===== src/rtl/dmem_pkg.sv =====
// dmem_pkg: shared types and lane helpers for the byte-lane data memory.
package dmem_pkg;
    typedef enum logic [1:0] {SZ_B, SZ_H, SZ_W, SZ_ILL} mem_size_e;
    typedef enum logic {INIT, RUN} dmem_state_e;

    function automatic logic [3:0] byte_en(mem_size_e size, logic [1:0] off);
        return size == SZ_B ? 4'b0001 << off :
               size == SZ_H ? 4'b0011 << off :
               size == SZ_W ? 4'b1111 : 4'b0000;
    endfunction

    // Word loads are always aligned, so the raw word is returned unshifted.
    function automatic logic [31:0] load_ext(mem_size_e size, logic [1:0] off, logic uns, logic [31:0] word);
        logic [31:0] s;
        s = word >> {off, 3'b000};
        return size == SZ_B ? {{24{~uns & s[7]}}, s[7:0]} :
               size == SZ_H ? {{16{~uns & s[15]}}, s[15:0]} :
               size == SZ_W ? word : 32'h0;
    endfunction
endpackage


===== src/rtl/dmem_lane_align.sv =====
// dmem_lane_align: byte enables, store lane shift, load extraction and alignment check.
module dmem_lane_align
    import dmem_pkg::*;
(
    input  logic [1:0]  size,
    input  logic [1:0]  offset,
    input  logic        is_unsigned,
    input  logic [31:0] wdata,
    input  logic [31:0] raw,
    output logic [3:0]  be,
    output logic [31:0] wdata_sh,
    output logic [31:0] rdata,
    output logic        misalign
);
    mem_size_e sz;

    always_comb begin
        sz       = mem_size_e'(size);
        be       = byte_en(sz, offset);
        wdata_sh = wdata << {offset, 3'b000};
        rdata    = load_ext(sz, offset, is_unsigned, raw);
        misalign = (sz == SZ_H && offset[0]) || (sz == SZ_W && offset != 2'd0) || sz == SZ_ILL;
    end
endmodule


===== src/rtl/data_memory_bytelane.sv =====
// data_memory_bytelane: byte-addressable data memory with sized loads/stores,
// error reporting, one-cycle registered response and a post-reset clear sweep.
module data_memory_bytelane
    import dmem_pkg::*;
#(
    parameter int          ADDR_W      = 7,
    parameter int          DEPTH_WORDS = 32,
    parameter int          INIT_CLEAR  = 1,
    parameter logic [31:0] RESET_RDATA = 32'hDEADBEEF
) (
    input  logic              clk,
    input  logic              rst,
    input  logic              req_valid,
    output logic              req_ready,
    input  logic              req_we,
    input  logic [ADDR_W-1:0] req_addr,
    input  logic [1:0]        req_size,
    input  logic              req_unsigned,
    input  logic [31:0]       req_wdata,
    output logic              rsp_valid,
    output logic [31:0]       rsp_rdata,
    output logic              rsp_err,
    output logic              init_done
);
    localparam int IDX_W = DEPTH_WORDS > 1 ? $clog2(DEPTH_WORDS) : 1;
    localparam logic [IDX_W-1:0] LAST = IDX_W'(DEPTH_WORDS - 1);

    logic [31:0]       mem [DEPTH_WORDS];
    dmem_state_e       state, state_nx;
    logic [IDX_W-1:0]  cnt, ridx;
    logic [ADDR_W-3:0] idx;
    logic [3:0]        be;
    logic [31:0]       wdata_sh, ld;
    logic              misalign, err, accept, wr;

    assign idx    = req_addr[ADDR_W-1:2];
    assign ridx   = idx[IDX_W-1:0];
    assign accept = req_valid && req_ready;
    assign err    = misalign || 32'(idx) >= 32'(DEPTH_WORDS);
    assign wr     = accept && req_we && !err;

    dmem_lane_align u_align (
        .size        (req_size),
        .offset      (req_addr[1:0]),
        .is_unsigned (req_unsigned),
        .wdata       (req_wdata),
        .raw         (mem[ridx]),
        .be          (be),
        .wdata_sh    (wdata_sh),
        .rdata       (ld),
        .misalign    (misalign)
    );

    always_ff @(posedge clk) begin
        if (rst) begin
            state <= INIT;
            cnt   <= '0;
        end else begin
            state <= state_nx;
            if (state == INIT) cnt <= cnt + 1'b1;
        end
    end

    always_comb begin
        state_nx = state == INIT && (INIT_CLEAR == 0 || cnt == LAST) ? RUN : state;
    end

    always_comb begin
        req_ready = state == RUN;
        init_done = state == RUN;
    end

    // Storage is never reset; the sweep zeroes it instead.
    always_ff @(posedge clk) begin
        if (!rst) begin
            if (state == INIT && INIT_CLEAR != 0) mem[cnt] <= '0;
            else if (wr)
                for (int i = 0; i < 4; i++)
                    if (be[i]) mem[ridx][8*i +: 8] <= wdata_sh[8*i +: 8];
        end
    end

    always_ff @(posedge clk) begin
        if (rst) begin
            rsp_valid <= 1'b0;
            rsp_err   <= 1'b0;
            rsp_rdata <= RESET_RDATA;
        end else begin
            rsp_valid <= accept;
            rsp_err   <= accept && err;
            if (accept) rsp_rdata <= err || req_we ? 32'h0 : ld;
        end
    end
endmodule


===== config.mk =====
export PLATFORM = sky130hd
export DESIGN_NAME = data_memory_bytelane
export DESIGN_NICKNAME = d
export VERILOG_FILES = /design/src/rtl/dmem_pkg.sv /design/src/rtl/dmem_lane_align.sv /design/src/rtl/data_memory_bytelane.sv
export SDC_FILE = /design/constraint.sdc
export NUM_CORES = 1
export LEC_CHECK = 0
export ABC_CLOCK_PERIOD_IN_PS = 4750
export BUFFER_PORTS_ARGS = -buffer_cell sky130_fd_sc_hd__buf_2
export CORE_MARGIN = 3
export CORE_UTILIZATION = 40
export DETAILED_ROUTE_END_ITERATION = 8
export PLACE_DENSITY = 0.55
export SETUP_SLACK_MARGIN = 0.4
export SLEW_MARGIN = 20
export SYNTH_ARGS = -nofsm -noshare
export SYNTH_HDL_FRONTEND = slang
export SYNTH_SLANG_ARGS = --single-unit

===== constraint.sdc =====
create_clock -name clk -period 4.75 [get_ports clk]
set_input_delay 0.95 -clock clk [delete_from_list [all_inputs] [get_ports clk]]
set_output_delay 0.95 -clock clk [all_outputs]
set_load 0.005 [all_outputs]

==> results.json, run 1 <==
{
  "outcome": "completed",
  "multi_input_area_um2": 10470,
  "place_ws_ns": 0.1700,
  "numCtsBuffers": 108,
  "synth_cell_types": 55,
  "core_um2": 105400,
  "die_h_um": 332.3,
  "cts_setup_buffers": 0,
  "cp.depth": 14,
  "synthTopCellsByCount": "1,024 x edfxtp_1, 233 x mux4_2, 183 x mux2i_1, 169 x nor2_1, 82 x a22oi_1",
  "cpMostUsedCell": "buf_4",
  "setup_viol": 0,
  "critPathTopFamily": "simple AND/OR/NAND/NOR gates",
  "cts_hold_buf": 0,
  "synth_top_family_by_area": "multiplexers",
  "wirelength_um": 114000,
  "syn_area_um2": 42600,
  "nNetsFinal": 2493,
  "final_layout_size_suffix_gt1_frac": 0.2903,
  "ff_latch_area_um2": 31550,
  "p_per_area_nw_per_um2": 389.9,
  "clk_latency_ns": 0.68,
  "slew_headroom": 0.2455,
  "whs_path_depth": 2,
  "dr.pass1.iters": 8,
  "antenna_found_initial": 4,
  "drv_slew": 0,
  "grt_use_total": 0.2059,
  "overflow": 0,
  "synth_warnings": 0,
  "place.gp.congestion": 0.8648,
  "cts_resized": 0,
  "wl_per_cell_um": 29.07,
  "cts_tree": "done",
  "dp_cells": 3722,
  "cts_root_buf": "clkbuf_16",
  "vias_per_cell": 5.739,
  "dieWidth_um": 332.3,
  "fin_setup_tns_ns": 0,
  "drv_cap": 0,
  "yosysTopAreaCell": "edfxtp_1",
  "path_clk_slew_ns": 0.06,
  "htree_levels": 3,
  "fin_crit_ns": 3.986,
  "synth_xor_area_frac": 0.0006168,
  "finalNonFillerCells": 3921,
  "crit_arrival_ns": 4.27,
  "synth-simple-area-share": 0.03442,
  "crit_required_ns": 5.04,
  "path_cells": "buf_2 > inv_1 > ha_1 > nor2b_1 > a21oi_1 > and3_1 > o41ai_2 > buf_4 > buf_4 > nor3_1 > a31oi_1 > buf_4 > or2_2 > nor2_1",
  "clock-sinks": 1064,
  "grt_max_degree": 69,
  "power_mw": 19.21,
  "route.vias.total": 22500,
  "synth_area_per_cell_um2": 19.42,
  "grt_pass1_vias": 22640,
  "drcViolationCount": 0,
  "die_area_um2": 110400,
  "setup_slack_ns": 0.7640,
  "synth_top_area_frac": 0.7218,
  "fin_crit_sh": 0.8392,
  "std_cell_rows": 119,
  "start_util": 0.4041,
  "synth_adder_area_share": 0.001762,
  "placed_area_um2": 45900,
  "first_iter_violations": 2706,
  "synth.most_common_cell": "edfxtp_1",
  "finalHoldViolations": 0,
  "max_freq_mhz": 250.9,
  "synth_seq_cells": 1064,
  "cp-end-kind": "flop",
  "clk_path_buf_depth": 3,
  "synthMuxAreaShare": 0.1662,
  "worstSetupPathType": "primary input to flop",
  "critPathBufInv": 5,
  "clock_skew_ns": 0.02963,
  "ys_seq_area_frac": 0.7406,
  "slowest_delay_ns": 0.62,
  "reg2reg_slack_ns": 1.26,
  "rsz0062_at_grt": "false",
  "async_flop_share": 0,
  "area_growth_syn_to_layout_pct": 15.65,
  "leakagePower_nw": 14.34,
  "antenna_left": 0,
  "dpl.hpwl_um": 76270,
  "syn_inst": 2194,
  "worst_pin_slew_ns": 1.125,
  "synth_edf_count": 1024,
  "fillCellCount": 8878,
  "port_buffers": 81,
  "hold_path_class": "flop to flop",
  "startpoint_type": "primary input",
  "peakVddDrop_mv": 0.2744,
  "io_pins": 82,
  "crit_fanout": 21,
  "synthFlopType": "edfxtp_1",
  "grt_pass1_wl_um": 165700,
  "synth_area_leaders": "edfxtp_1 72%, mux4_2 12%, mux2i_1 4.3%",
  "finalInstanceArea_um2": 49270,
  "crit_slowest_cell": "nor2_1",
  "synth_fp_nets": 2246,
  "rr_worst_depth": 11,
  "synth_compound_area_frac": 0.03774
}
-- worst paths after layout --
check / from / end
worst min register to register: rsp_rdata[4] / rsp_rdata[4]
worst min-delay path: rsp_rdata[4] / rsp_rdata[4]
worst max-delay path: req_addr[0] / mem[16][26]
worst max register to register: init_done / mem[16][26]
-- per-layer routing --
layer / vias up / wire length (µm) / global-route usage
li1: 9489 / - / -
met1: 11850 / 50400 / 0.3064
met2: 1004 / 51030 / 0.3094
met3: 157 / 10270 / 0.05145
met4: 2 / 2275 / 0.04323
met5: - / 13 / 0
-- cells in the final DEF (no fill, tap or decap), drive strengths merged, types with 6 or more instances in the layout --
master,count
a31oi,12
mux2i,183
edfxtp,1024
mux4,233
a221o,11
inv,15
nor3,29
a21oi,43
a211oi,19
ha,6
dfxtp,40
buf,280
and3,10
clkinvlp,7
o22ai,14
or2,15
clkbuf,137
o21ai,23
nor2b,24
nand2,43
o221ai,8
nand3,7
nor2,169
a22oi,82
nand2b,10
clkinv,44
-- logic make-up after synthesis --
logic type / Yosys count
DFF: 1064
muxes: 416
and+or+nand+nor: 322
AOI/OAI and AO/OA: 229
buffers and inverters: 154
adders and majority gates: 6
xor gates and xnor gates: 3
-- stage by stage --
stage,utilization,hold slack [ns]
final,0.4673,0.5166
after global routing,0.4673,0.5190
after CTS,0.4673,0.5030
after detailed placement,0.4354,0.4947
after global placement,0.4354,0.4924
after floorplan,-,0.4645
-- where the power goes --
group	switching, mW	leakage [nW]	internal, mW
logic	0.552	4.71	0.313
clock network	3.52	1.65	4.60
registers	0.0192	7.98	10.2
total	4.09	14.3	15.1
-- worst reg2reg max path: stages, from the launching register on --
cell     delay, ns
dfxtp_1       0.36
nand2_1       0.08
nor2_1        0.16
and3_1        0.33
o41ai_2       0.16
buf_4         0.20
buf_4         0.27
nor3_1        0.20
a31oi_1       0.13
buf_4         0.22
or2_2         0.40
nor2_1        0.62
-- state kept, by name, summed over array words and instances (netlist names) --
| name | count |
|---|---|
| cnt | 5 |
| init_done | 1 |
| mem | 1024 |
| rsp_err | 1 |
| rsp_rdata | 32 |
| rsp_valid | 1 |
-- area by class of cell --
cell class	count	area share
Antenna cell	2	0.0001016
Clock buffer	137	0.05928
Clock inverter	60	0.008838
Inverter	11	0.0008381
Multi-Input combinational cell	976	0.2126
Sequential cell	1064	0.6404
Tap cell	1391	0.03533
Timing Repair Buffer	280	0.04264
No activity file was read; power rests on OpenSTA's default activity.
==> inputs of run 2 (changes only) <==
Settings changed: ABC_AREA set to 1, ABC_CLOCK_PERIOD_IN_PS 4750 to 3700, PLACE_DENSITY 0.55 to 0.53.
Clock period 4.75 ns to 3.7 ns, I/O delays scaled along.
==> results.json, run 2 <==
{
  "clk_path_buf_depth": 3,
  "path_cells": "inv_1 > nor2_2 > o2111ai_2 > nor2_1 > nor2_1 > nand2_4 > o21ai_0 > inv_1 > nand2_4 > buf_4 > nor3_4",
  "crit_start": "init_done",
  "overflow": 0,
  "synth_area_per_cell_um2": 11.50,
  "setup_slack_ns": 0.6295,
  "clk_latency_ns": 0.72,
  "rsz0062_at_grt": "false",
  "numCtsBuffers": 112,
  "final_layout_size_suffix_gt1_frac": 0.1723,
  "synth.most_common_cell": "edfxtp_1",
  "slowest_delay_ns": 0.43,
  "antenna_found_initial": 0,
  "synth_edf_count": 1024,
  "cp.depth": 11,
  "outcome": "completed",
  "placed_area_um2": 50010,
  "timing.rr.start": "init_done",
  "startpoint_type": "flop",
  "finalHoldViolations": 0,
  "rr_worst_depth": 11,
  "hold_end": "rsp_rdata[24]",
  "synth_top_area_frac": 0.6935,
  "leakagePower_nw": 18.15,
  "ys_seq_area_frac": 0.7116,
  "grt_pass1_vias": 30540,
  "syn_area_um2": 44340,
  "worstSetupPathType": "flop to flop",
  "drv_slew": 0,
  "finalNonFillerCells": 5604,
  "top_register": "mem",
  "synth_seq_cells": 1064,
  "hold_start": "rsp_rdata[24]",
  "yosysTopAreaCell": "edfxtp_1",
  "setup_viol": 0,
  "wirelength_um": 138600,
  "dpl.hpwl_um": 87510,
  "drcViolationCount": 0,
  "area_growth_syn_to_layout_pct": 21.44,
  "synthTopCellsByCount": "1,024 x edfxtp_1, 946 x nand2_1, 550 x nand3_1, 290 x nor2_1, 261 x o21ai_0",
  "clock-sinks": 1064,
  "grt_max_degree": 116,
  "io_pins": 82,
  "synth_area_leaders": "edfxtp_1 69%, nand2_1 8.0%, nand3_1 6.2%",
  "max_freq_mhz": 325.7,
  "wl_per_cell_um": 24.72,
  "path_clk_slew_ns": 0.06,
  "synth_warnings": 0,
  "place_ws_ns": -0.01518,
  "grt_use_total": 0.2378,
  "port_buffers": 81,
  "first_iter_violations": 3578,
  "cp-end-kind": "flop",
  "r2r-end": "mem[15][4]",
  "htree_levels": 3,
  "async_flop_share": 0,
  "p_per_area_nw_per_um2": 490.0,
  "synth_cell_types": 38,
  "largest_reg_flops": 1024,
  "crit_required_ns": 4.05,
  "dieWidth_um": 338.9,
  "dr.pass1.iters": 6,
  "drv_cap": 0,
  "syn_inst": 3854,
  "crit_fanout": 9,
  "fin_crit_ns": 3.071,
  "cts_root_buf": "clkbuf_16",
  "start_util": 0.4051,
  "cts_hold_buf": 0,
  "die_area_um2": 114900,
  "critPathTopFamily": "simple AND/OR/NAND/NOR gates",
  "crit_slowest_cell": "dfxtp_2",
  "dp_cells": 5386,
  "place.gp.congestion": 0.9361,
  "whs_path_depth": 2,
  "layout.cells.most_common_list": "1,024 x edfxtp_1, 938 x nand2_1, 550 x nand3_1",
  "reg_top3": "mem x1024, rsp_rdata x32, cnt x5",
  "synthFlopType": "edfxtp_1",
  "die_h_um": 338.9,
  "grt_pass1_wl_um": 204000,
  "core_um2": 109500,
  "layout_commonest_cell": "edfxtp_1",
  "route.vias.total": 31060,
  "nNetsFinal": 4085,
  "crit_arrival_ns": 3.42,
  "cts_tree": "done",
  "std_cell_rows": 121,
  "antenna_left": 0,
  "vias_per_cell": 5.542,
  "clock_skew_ns": 0.02548,
  "reg2reg_slack_ns": 0.63,
  "slew_headroom": 0.2705,
  "worst_pin_slew_ns": 1.092,
  "critPathBufInv": 3,
  "synth_fp_nets": 3906,
  "peakVddDrop_mv": 0.3840,
  "hold_path_class": "flop to flop",
  "finalInstanceArea_um2": 53850,
  "power_mw": 26.39,
  "fin_crit_sh": 0.8299
}
run 2: cell types whose count changed in the layout (fill, tap and decap cells not counted), sizes merged, moves of 20 or more:
cell and change:
a21oi +62, a22oi -81, buf +67, inv +38, mux2i -175, mux4 -233, nand2 +910, nand3 +543
nor2 +125, nor2b -24, nor3 +104, o211ai +20, o21ai +243, o221ai +73
run 2: worst max-delay path by stage:
stage	to	slack [ns]
2_1_floorplan	mem[5][24]	0.05
3_3_place_gp	mem[2][22]	-0.02
3_5_place_dp	mem[3][20]	-0.02
4_1_cts	mem[1][20]	0.40
5_1_grt	mem[3][3]	0.46
6_report	mem[15][4]	0.63
run 2: logic make-up after synthesis:
group,Yosys count,synth area share
fa+ha+maj,6,0.001693
compound gates,505,0.06722
flops,1064,0.7116
simple gates,1939,0.1859
buf+inv,332,0.03186
mux,8,0.001806
run 2: layer usage:
layer	part of all wire	routed length, µm	GRT usage	up-vias
met5	0	0	0	-
met4	0.031	4247	0.07265	0
met3	0.069	9571	0.03631	231
met2	0.48	65840	0.3858	1245
met1	0.43	58890	0.3314	15320
li1	-	-	-	14270
run 2: repair_timing:
item / 4_1_cts / 5_1_grt
hold endpoints to repair: 0 / 0
setup endpoints to repair: 399 / 785
gates resized for setup: 1 / 2
buffers inserted: 6 / 3
pin swaps: 5 / 4
run 2: worst reg2reg max path, stage by stage (launching register included):
cell and delay, ns:
dfxtp_2 0.43, inv_1 0.13, nor2_2 0.21, o2111ai_2 0.21, nor2_1 0.20, nor2_1 0.09
nand2_4 0.14, o21ai_0 0.21, inv_1 0.21, nand2_4 0.15, buf_4 0.28, nor3_4 0.44
run 2: cell type report:
cell class / count / area (µm²)
tap: 1476 / 1847
sequential: 1064 / 31550
multi-input combinational: 2458 / 12880
antenna: 1 / 2.502
timing repair buffer: 347 / 3626
clock inverter: 65 / 689.4
clock buffer: 143 / 3033
fill: 9705 / 55610
inverter: 50 / 212.7
run 2: per-stage QoR:
stage | setup TNS, ns | util | hold slack, ns
detailed placement | -0.2393 | 0.4569 | 0.4560
floorplan | 0 | - | 0.4618
CTS | 0 | 0.4914 | 0.4655
global route | 0 | 0.4919 | 0.4840
finish | 0 | 0.4919 | 0.4654
global placement | -0.2235 | 0.4569 | 0.4537
run 2: report_power, final:
| part | total (mW) | internal (mW) | switching [mW] |
|---|---|---|---|
| sequential | 13.1 | 13.1 | 0.0239 |
| combinational | 1.98 | 0.574 | 1.40 |
| clock | 11.3 | 6.57 | 4.72 |
| total | 26.4 | 20.2 | 6.15 |
